==> config.mk <==
export PLATFORM = sky130hd
export DESIGN_NAME = bcd_counter_display
export DESIGN_NICKNAME = d
export VERILOG_FILES = /design/src/rtl/bcd_counter_display.sv
export SDC_FILE = /design/constraint.sdc
export NUM_CORES = 1
export LEC_CHECK = 0
export BUFFER_PORTS_ARGS = -buffer_cell sky130_fd_sc_hd__buf_2
export CELL_PAD_IN_SITES_DETAIL_PLACEMENT = 1
export CELL_PAD_IN_SITES_GLOBAL_PLACEMENT = 2
export CORE_UTILIZATION = 32
export CTS_CLUSTER_SIZE = 12
export DETAILED_ROUTE_END_ITERATION = 7
export HOLD_SLACK_MARGIN = 0.12
export PLACE_DENSITY_LB_ADDON = 0.1
export RECOVER_POWER = 25
export SLEW_MARGIN = 20
export SYNTH_ARGS = -nofsm -noshare
export SYNTH_HDL_FRONTEND = slang
export SYNTH_SLANG_ARGS = --single-unit
==> constraint.sdc <==
create_clock -name clk -period 2.2 [get_ports clk]
set_input_delay 0.44 -clock clk [delete_from_list [all_inputs] [get_ports clk]]
set_output_delay 0.44 -clock clk [all_outputs]
set_load 0.01 [all_outputs]
==> src/rtl/bcd_counter_display.sv <==
`default_nettype none
// ============================================================================
// Module   : bcd_counter_display
// Purpose  : DIGITS-wide BCD up/down counter with load, ripple carry/borrow
//            and a wrap pulse, driving a time-multiplexed common-anode
//            7-segment display (one digit per scan slot, registered pins).
// Ports    : clk       - system clock, rising edge
//            rst_n     - synchronous active-low reset
//            en        - count-step strobe (one step per cycle held high)
//            up        - 1: increment, 0: decrement (sampled with en)
//            load      - load load_val (priority over en)
//            load_val  - BCD load value, digit k = [4k+3:4k]
//            count     - current BCD count, same packing
//            wrap      - one-cycle pulse on full-scale roll-over
//            seg       - segments, seg[0]=a .. seg[6]=g
//            an        - digit enables, an[k] drives digit k
// Revision : 1.0 - initial release
// ============================================================================
module bcd_counter_display #(
    parameter int DIGITS         = 4,
    parameter int SCAN_DIV       = 1000,
    parameter int SEG_ACTIVE_LOW = 1,
    parameter int AN_ACTIVE_LOW  = 1,
    parameter int LZ_BLANK       = 0
) (
    input  logic                  clk,
    input  logic                  rst_n,
    input  logic                  en,
    input  logic                  up,
    input  logic                  load,
    input  logic [4*DIGITS-1:0]   load_val,
    output logic [4*DIGITS-1:0]   count,
    output logic                  wrap,
    output logic [6:0]            seg,
    output logic [DIGITS-1:0]     an
);

    localparam int                c_IDX_W    = (DIGITS > 1) ? $clog2(DIGITS) : 1;
    localparam int                c_SCAN_W   = $clog2(SCAN_DIV);
    localparam logic [c_IDX_W-1:0]  c_LAST_IDX  = c_IDX_W'(DIGITS - 1);
    localparam logic [c_SCAN_W-1:0] c_LAST_SCAN = c_SCAN_W'(SCAN_DIV - 1);
    localparam logic              c_SEG_INV  = (SEG_ACTIVE_LOW != 0);
    localparam logic              c_AN_INV   = (AN_ACTIVE_LOW != 0);
    localparam logic              c_LZ       = (LZ_BLANK != 0);
    localparam logic [6:0]        c_SEG_OFF  = {7{c_SEG_INV}};
    localparam logic [DIGITS-1:0] c_AN_OFF   = {DIGITS{c_AN_INV}};

    // Lit-segment pattern (bit 0 = a .. bit 6 = g), active-high.
    function automatic logic [6:0] f_decode(input logic [3:0] d);
        case (d)
            4'd0:    f_decode = 7'h3F;
            4'd1:    f_decode = 7'h06;
            4'd2:    f_decode = 7'h5B;
            4'd3:    f_decode = 7'h4F;
            4'd4:    f_decode = 7'h66;
            4'd5:    f_decode = 7'h6D;
            4'd6:    f_decode = 7'h7D;
            4'd7:    f_decode = 7'h07;
            4'd8:    f_decode = 7'h7F;
            4'd9:    f_decode = 7'h6F;
            default: f_decode = 7'h00;
        endcase
    endfunction

    logic [4*DIGITS-1:0] r_count;
    logic                r_wrap;
    logic [c_SCAN_W-1:0] r_scan;
    logic [c_IDX_W-1:0]  r_idx;
    logic [6:0]          r_seg;
    logic [DIGITS-1:0]   r_an;

    logic [4*DIGITS-1:0] w_load_clean;
    logic [4*DIGITS-1:0] w_step_count;
    logic                w_carry;
    logic [DIGITS-1:0]   w_upper_zero;
    logic                w_zero_run;
    logic [DIGITS-1:0]   w_an_lit;
    logic [3:0]          w_cur_digit;
    logic                w_blank;
    logic [6:0]          w_seg_lit;

    // Non-BCD load digits are forced to 0 so the counter never holds an
    // illegal digit.
    for (genvar k = 0; k < DIGITS; k++) begin : g_load_clean
        assign w_load_clean[4*k +: 4] = (load_val[4*k +: 4] > 4'd9) ? 4'd0
                                                                    : load_val[4*k +: 4];
    end

    // Ripple carry/borrow: a digit only changes while the carry/borrow from
    // below is still pending. A carry surviving past the top digit is a wrap.
    always_comb begin
        w_step_count = r_count;
        w_carry      = 1'b1;
        for (int k = 0; k < DIGITS; k++) begin
            if (w_carry) begin
                if (up) begin
                    if (r_count[4*k +: 4] == 4'd9) begin
                        w_step_count[4*k +: 4] = 4'd0;
                    end else begin
                        w_step_count[4*k +: 4] = r_count[4*k +: 4] + 4'd1;
                        w_carry                = 1'b0;
                    end
                end else begin
                    if (r_count[4*k +: 4] == 4'd0) begin
                        w_step_count[4*k +: 4] = 4'd9;
                    end else begin
                        w_step_count[4*k +: 4] = r_count[4*k +: 4] - 4'd1;
                        w_carry                = 1'b0;
                    end
                end
            end
        end
    end

    always_ff @(posedge clk) begin
        if (!rst_n) begin
            r_count <= '0;
            r_wrap  <= 1'b0;
        end else if (load) begin
            r_count <= w_load_clean;
            r_wrap  <= 1'b0;
        end else if (en) begin
            r_count <= w_step_count;
            r_wrap  <= w_carry;
        end else begin
            r_wrap  <= 1'b0;
        end
    end

    // w_upper_zero[k]: digit k and every digit above it are zero.
    always_comb begin
        w_upper_zero = '0;
        w_zero_run   = 1'b1;
        for (int k = DIGITS - 1; k >= 0; k--) begin
            w_zero_run      = w_zero_run && (r_count[4*k +: 4] == 4'd0);
            w_upper_zero[k] = w_zero_run;
        end
    end

    for (genvar k = 0; k < DIGITS; k++) begin : g_an_sel
        assign w_an_lit[k] = (r_idx == c_IDX_W'(k));
    end

    assign w_cur_digit = r_count[{r_idx, 2'b00} +: 4];
    assign w_blank     = c_LZ && (r_idx != '0) && w_upper_zero[r_idx];
    assign w_seg_lit   = w_blank ? 7'h00 : f_decode(w_cur_digit);

    always_ff @(posedge clk) begin
        if (!rst_n) begin
            r_scan <= '0;
            r_idx  <= '0;
            r_seg  <= c_SEG_OFF;
            r_an   <= c_AN_OFF;
        end else begin
            if (r_scan == c_LAST_SCAN) begin
                r_scan <= '0;
                r_idx  <= (r_idx == c_LAST_IDX) ? '0 : r_idx + 1'b1;
            end else begin
                r_scan <= r_scan + 1'b1;
            end
            r_seg <= w_seg_lit ^ {7{c_SEG_INV}};
            r_an  <= w_an_lit  ^ {DIGITS{c_AN_INV}};
        end
    end

    assign count = r_count;
    assign wrap  = r_wrap;
    assign seg   = r_seg;
    assign an    = r_an;

endmodule
`default_nettype wire

==> results of run 1 <==
-- cell usage after synthesis, types with 3 or more instances --
cell type  number
dfxtp_1        40
a21boi_0        3
a31oi_1         4
and3_1          6
o21a_1          3
nor2_1         23
mux2i_1         7
inv_1          11
nand3_1        10
mux4_2          4
buf_2           7
xor2_1          7
nand2_1        22
a21oi_1        25
or3_1           6
nor2b_1         3
ha_1           10
o21ai_1         3
clkbuf_1       20
o21ai_0        26
and2_1          5
nor3_1          4
nand3b_1        7
or2_2           3
a211oi_1        5
xnor2_1         9
nor3b_1         4
nand4_1         3
nor4_1          5
-- worst max-delay path, stage by stage (launching register included) --
cell and delay, ns:
dfxtp_1 0.56, mux4_2 0.64, o21a_1 0.21, nor2_1 0.28, o21ai_0 0.15
-- layout by cell type, fill, tap and decap left out, types with 5 or more instances in the layout --
cell      instances
a211oi_1          5
a21oi_1          25
and2_1            5
and3_1            6
buf_2            36
buf_4            14
clkbuf_1         12
clkbuf_8          5
dfxtp_1          40
ha_1             10
inv_1            11
mux2i_1           7
nand2_1          22
nand3_1          10
nand3b_1          7
nor2_1           23
nor4_1            5
o21ai_0          26
or3_1             6
xnor2_1           9
xor2_1            7
-- cell families (layout without fill, tap and decap cells) --
group / after synthesis / after routing
multiplexers: 11 / 11
flip-flops: 40 / 40
adder cells (fa/ha/maj): 10 / 10
XOR/XNOR: 16 / 16
AO/OA/AOI/OAI: 93 / 93
AND/OR/NAND/NOR: 105 / 105
buffers and inverters: 40 / 81
-- layout make-up --
| cell class | instances | area, µm² | area share |
|---|---|---|---|
| multi-input cells | 235 | 1570 | 0.526 |
| flip-flops and latches | 40 | 801 | 0.269 |
| repair buffers | 62 | 330 | 0.111 |
| well taps | 102 | 128 | 0.0429 |
| clock buffers | 5 | 68.8 | 0.0231 |
| clock inverters | 3 | 42.5 | 0.0143 |
| inverters | 11 | 41.3 | 0.0139 |
-- how the worst max path moves through the flow --
stage	startpoint	end	cells after the start
5_1_grt	r_idx[0]	seg[3]	4
3_5_place_dp	up	count[11]	6
3_3_place_gp	up	count[11]	6
2_1_floorplan	up	count[11]	7
6_report	r_idx[0]	seg[3]	4
4_1_cts	r_idx[0]	seg[3]	4
-- where the power goes --
part / internal [mW] / total (mW) / leakage (nW) / switching [mW]
Sequential: 0.762 / 0.809 / 0.329 / 0.0477
Combinational: 0.160 / 0.357 / 0.786 / 0.197
Clock: 0.336 / 0.621 / 0.0541 / 0.285
Total: 1.26 / 1.79 / 1.17 / 0.530
-- metal layers --
metal | routed length (µm) | GRT usage
met3 | 155 | 0.0201
met5 | 0 | 0
met1 | 3330 | 0.216
met4 | 95 | 0.0516
met2 | 3130 | 0.284
-- metrics by stage --
step,worst slack [ns],utilization
floorplan,0.415,-
global placement,0.227,0.375
detailed placement,0.179,0.375
CTS,0.189,0.389
global route,0.0834,0.387
finish,0.232,0.387
-- registers in the layout, summed over array words and instances, names as in the netlist --
name	flops
an	4
seg	7
r_scan	10
wrap	1
r_idx	2
count	16
==> flow_metrics.tcl, run 1 <==
set metrics [dict create \
    vias 2400 \
    critPathRequiredTime_ns 2.37 \
    hp-class "in -> reg" \
    diodes 0 \
    cellPowerDensity_nw_per_um2 600 \
    r2r-end "seg[3]" \
    wl_per_cell_um 14.7 \
    dp_hpwl_um 4930 \
    grt_pass1_vias 2293 \
    final_hold_viol_count 0 \
    synth_top_area_frac 0.315 \
    status "finished clean" \
    finalCritPeriodShare 0.894 \
    path_class "reg -> reg" \
    synth_xor_area_frac 0.0551 \
    antenna_found_initial 0 \
    dieArea_um2 8300 \
    clk_pin_slew_ns 0.09 \
    peakVddDrop_uv 211 \
    place_congestion 0.734 \
    leakage_nw 1.17 \
    fin_nets 386 \
    fin_area_um2 2980 \
    synth_edf_count 0 \
    rsz0062_at_grt "false" \
    synth_top_area_cell "dfxtp_1" \
    whs_endpoint "count[10]" \
    vias_per_cell 5.24 \
    synth_compound_area_frac 0.235 \
    die_h_um 91.1 \
    yosys_warnings 0 \
    r2r_slack_ns 0.23 \
    clock.fmax_ghz 0.508 \
    synth-seq-cells 40 \
    post_cts_buffers 0 \
    hold_buffers 0 \
    avgSynthCellArea_um2 8.07 \
    synth_adder_area_share 0.0492 \
    placed_area_um2 2880 \
    worst_hold_startpoint "load_val[11]" \
    grt_overflow 0 \
    numPortBuffers 48 \
    worstRegToRegCells 4 \
    cts_resized 0 \
    clock_path_buffers 2 \
    seq_area_frac_synth 0.315 \
    root_buffer "clkbuf_8" \
    drc 0 \
    cts.sinks 40 \
    syn_area_um2 2540 \
    start_util 0.331 \
    grt.total_usage 0.166 \
    crit-reg2reg-launch "r_idx[0]" \
    areaGrowthSynthToFinish_pct 17.2 \
    drive_gt1_frac 0.191 \
    drtIter0Drc 127 \
    fin_cells 458 \
    clk_latency_ns 0.30 \
    fillers 968 \
    synth.area.top_cells "dfxtp_1 32%, o21ai_0 5.1%, a21oi_1 4.9%" \
    crit_fanout 9 \
    cts_buffers 5 \
    fin_worst_skew_ns 0.00441 \
    synthSimpleGateAreaFrac 0.214 \
    h-tree-depth 2 \
    finalSetupViolations 0 \
    syn_inst 315 \
    tightest_slew_ns 0.548 \
    fin_tns_setup_ns 0 \
    endpoint_kind "flop" \
    die-width_um 91.1 \
    ios 49 \
    worstPathArrival_ns 2.14 \
    dp.cells 450 \
    wl_um 6710 \
    hold_depth 2 \
    grt_max_degree 21 \
    fin_crit_ns 1.97 \
    synth_mux_area_frac 0.0630 \
    finalMaxSlewViolations 0 \
    synth_flop_cell "dfxtp_1" \
    slew_headroom 0.631 \
    grt_pass1_wl_um 11100 \
    core_um2 7690 \
    drv_cap 0 \
    power_mw 1.79 \
    rows 32 \
    synth.net_count 346 \
    holdWs_ns 0.374 \
    async_flop_share 0 \
    final_antenna_net_count 0 \
    synth_top_family_by_area "compound AO/OA/AOI/OAI gates" \
    dr.pass1.iters 4 \
    synth.distinct_cells 53 \
    cts_tree "done" \
    critPathLaunchType "flop" \
]
Note: power is estimated with default switching activity, not from simulation.
==> run 2, diff against run 1 <==
==> constraint.sdc (replaced) <==
create_clock -name clk -period 2.2 [get_ports clk]
set_input_delay 0.33 -clock clk [delete_from_list [all_inputs] [get_ports clk]]
set_output_delay 0.33 -clock clk [all_outputs]
set_load 0.01 [all_outputs]
==> run 2 against run 1 <==
Clock skew up 0.0080 ns. Sequential cell count did not move. First-iteration DRC count increased by 7.9%. Global-route usage grew 0.57 points. Worst setup slack better by 0.016 ns. Largest cell class unchanged.
==> flow_metrics.tcl, run 2 (synthesis results as in run 1) <==
set metrics [dict create \
    status "finished clean" \
    die_h_um 91.1 \
    peakVddDrop_uv 229 \
    cellPowerDensity_nw_per_um2 604 \
    tightest_slew_ns 0.551 \
    drive_gt1_frac 0.196 \
    final_antenna_net_count 0 \
    leakage_nw 1.18 \
    drc 0 \
    worstSetupEndpoint "seg[3]" \
    clock.fmax_ghz 0.512 \
    place_congestion 0.756 \
    vias_per_cell 5.18 \
    critPathLaunchType "flop" \
    grt_pass1_wl_um 11400 \
    clk_pin_slew_ns 0.09 \
    hold_buffers 0 \
    ios 49 \
    finalMaxSlewViolations 0 \
    grt_pass1_vias 2289 \
    slowest_stage "mux4_2" \
    cts_buffers 5 \
    drv_cap 0 \
    r2r-end "seg[3]" \
    final_hold_viol_count 0 \
    areaGrowthSynthToFinish_pct 17.9 \
    diodes 0 \
    critPathRequiredTime_ns 2.37 \
    r2r_slack_ns 0.25 \
    setup.worst_path.start "r_idx[0]" \
    hp-class "in -> reg" \
    pre_cts_ws_ns 0.223 \
    fin_nets 388 \
    max_stage_delay_ns 0.63 \
    finalSetupViolations 0 \
    grt_overflow 0 \
    finalCritPeriodShare 0.887 \
    fin_worst_skew_ns 0.0124 \
    cts_tree "done" \
    mostFrequentLayoutCell "dfxtp_1" \
    root_buffer "clkbuf_8" \
    rsz0062_at_grt "false" \
    largest_reg_flops 16 \
    fin_ws_ns 0.249 \
    grt_max_degree 21 \
    cts.sinks 40 \
    cts_resized 0 \
    rows 32 \
    die-width_um 91.1 \
    start_util 0.331 \
    drtIter0Drc 137 \
    crit-reg2reg-launch "r_idx[0]" \
    h-tree-depth 2 \
    dr.pass1.iters 4 \
    post_cts_buffers 0 \
    endpoint_kind "flop" \
    numPortBuffers 48 \
    fin_tns_setup_ns 0 \
    dp_hpwl_um 5000 \
    vias 2382 \
    grt.total_usage 0.171 \
    worstPathCellList "mux4_2, o21a_1, nor2_1, o21ai_0" \
    clock_path_buffers 2 \
    fin_crit_ns 1.95 \
    worstPathArrival_ns 2.12 \
    final_cell_mix "40 x dfxtp_1, 36 x buf_2, 26 x o21ai_0" \
    clk_latency_ns 0.31 \
    core_um2 7690 \
    wl_um 6770 \
    dieArea_um2 8300 \
    antenna_found_initial 0 \
    path_class "reg -> reg" \
    wl_per_cell_um 14.7 \
    crit_fanout 9 \
    slew_headroom 0.629 \
    worstRegToRegCells 4 \
]
-- run 2: cell count changes in the layout (fill, tap and decap cells not counted) --
cell      previous run  this run
inv_6                0         1
buf_4               14        16
clkinv_2             1         0
-- run 2: final cells by class --
| type | instances | area (µm²) |
|---|---|---|
| clock inverter | 3 | 46.3 |
| inverter | 11 | 41.3 |
| tap | 102 | 128 |
| multi-input combinational | 235 | 1570 |
| fill | 967 | 4690 |
| clock buffer | 5 | 68.8 |
| sequential | 40 | 801 |
| timing repair buffer | 64 | 345 |
-- run 2: stage by stage --
stage	cell area [µm²]	power (mW)	util	instances	hold slack [ns]
global placement	2900	1.19	0.377	452	0.436
global route	3000	1.91	0.390	460	0.252
CTS	3010	1.84	0.392	460	0.248
finish	3000	1.81	0.390	460	0.261
detailed placement	2900	1.20	0.377	452	0.451
floorplan	2540	1.06	-	315	0.413
-- run 2: worst min path at each step --
| stage | startpoint | endpoint | cells after the start |
|---|---|---|---|
| 3_3_place_gp | r_scan[0] | r_scan[0] | 1 |
| 2_1_floorplan | r_scan[0] | r_scan[0] | 1 |
| 5_1_grt | load_val[11] | count[10] | 2 |
| 6_report | load_val[11] | count[10] | 2 |
| 4_1_cts | load_val[11] | count[10] | 2 |
| 3_5_place_dp | r_scan[0] | r_scan[0] | 1 |
-- run 2: routing by layer --
| metal | vias to the layer above | track usage | routed length [µm] | share of wire |
|---|---|---|---|---|
| met3 | 13 | 0.0302 | 208 | 0.031 |
| met5 | - | 0 | 0 | 0 |
| met1 | 1114 | 0.222 | 3240 | 0.48 |
| met4 | 0 | 0.0675 | 161 | 0.024 |
| met2 | 43 | 0.282 | 3160 | 0.47 |
| li1 | 1212 | - | - | - |
-- run 2: power by group --
group / switching [mW] / leakage [nW] / internal [mW]
combinational: 0.197 / 0.796 / 0.163
clock: 0.296 / 0.0548 / 0.342
sequential: 0.0505 / 0.329 / 0.762
total: 0.543 / 1.18 / 1.27
-- run 2: critical path, delay by kind of cell (launching register included) --
family / cells / cell delay (ns)
AND/OR/NAND/NOR: 1 / 0.27
multiplexers: 1 / 0.63
flip-flops: 1 / 0.56
AO/OA/AOI/OAI: 2 / 0.35
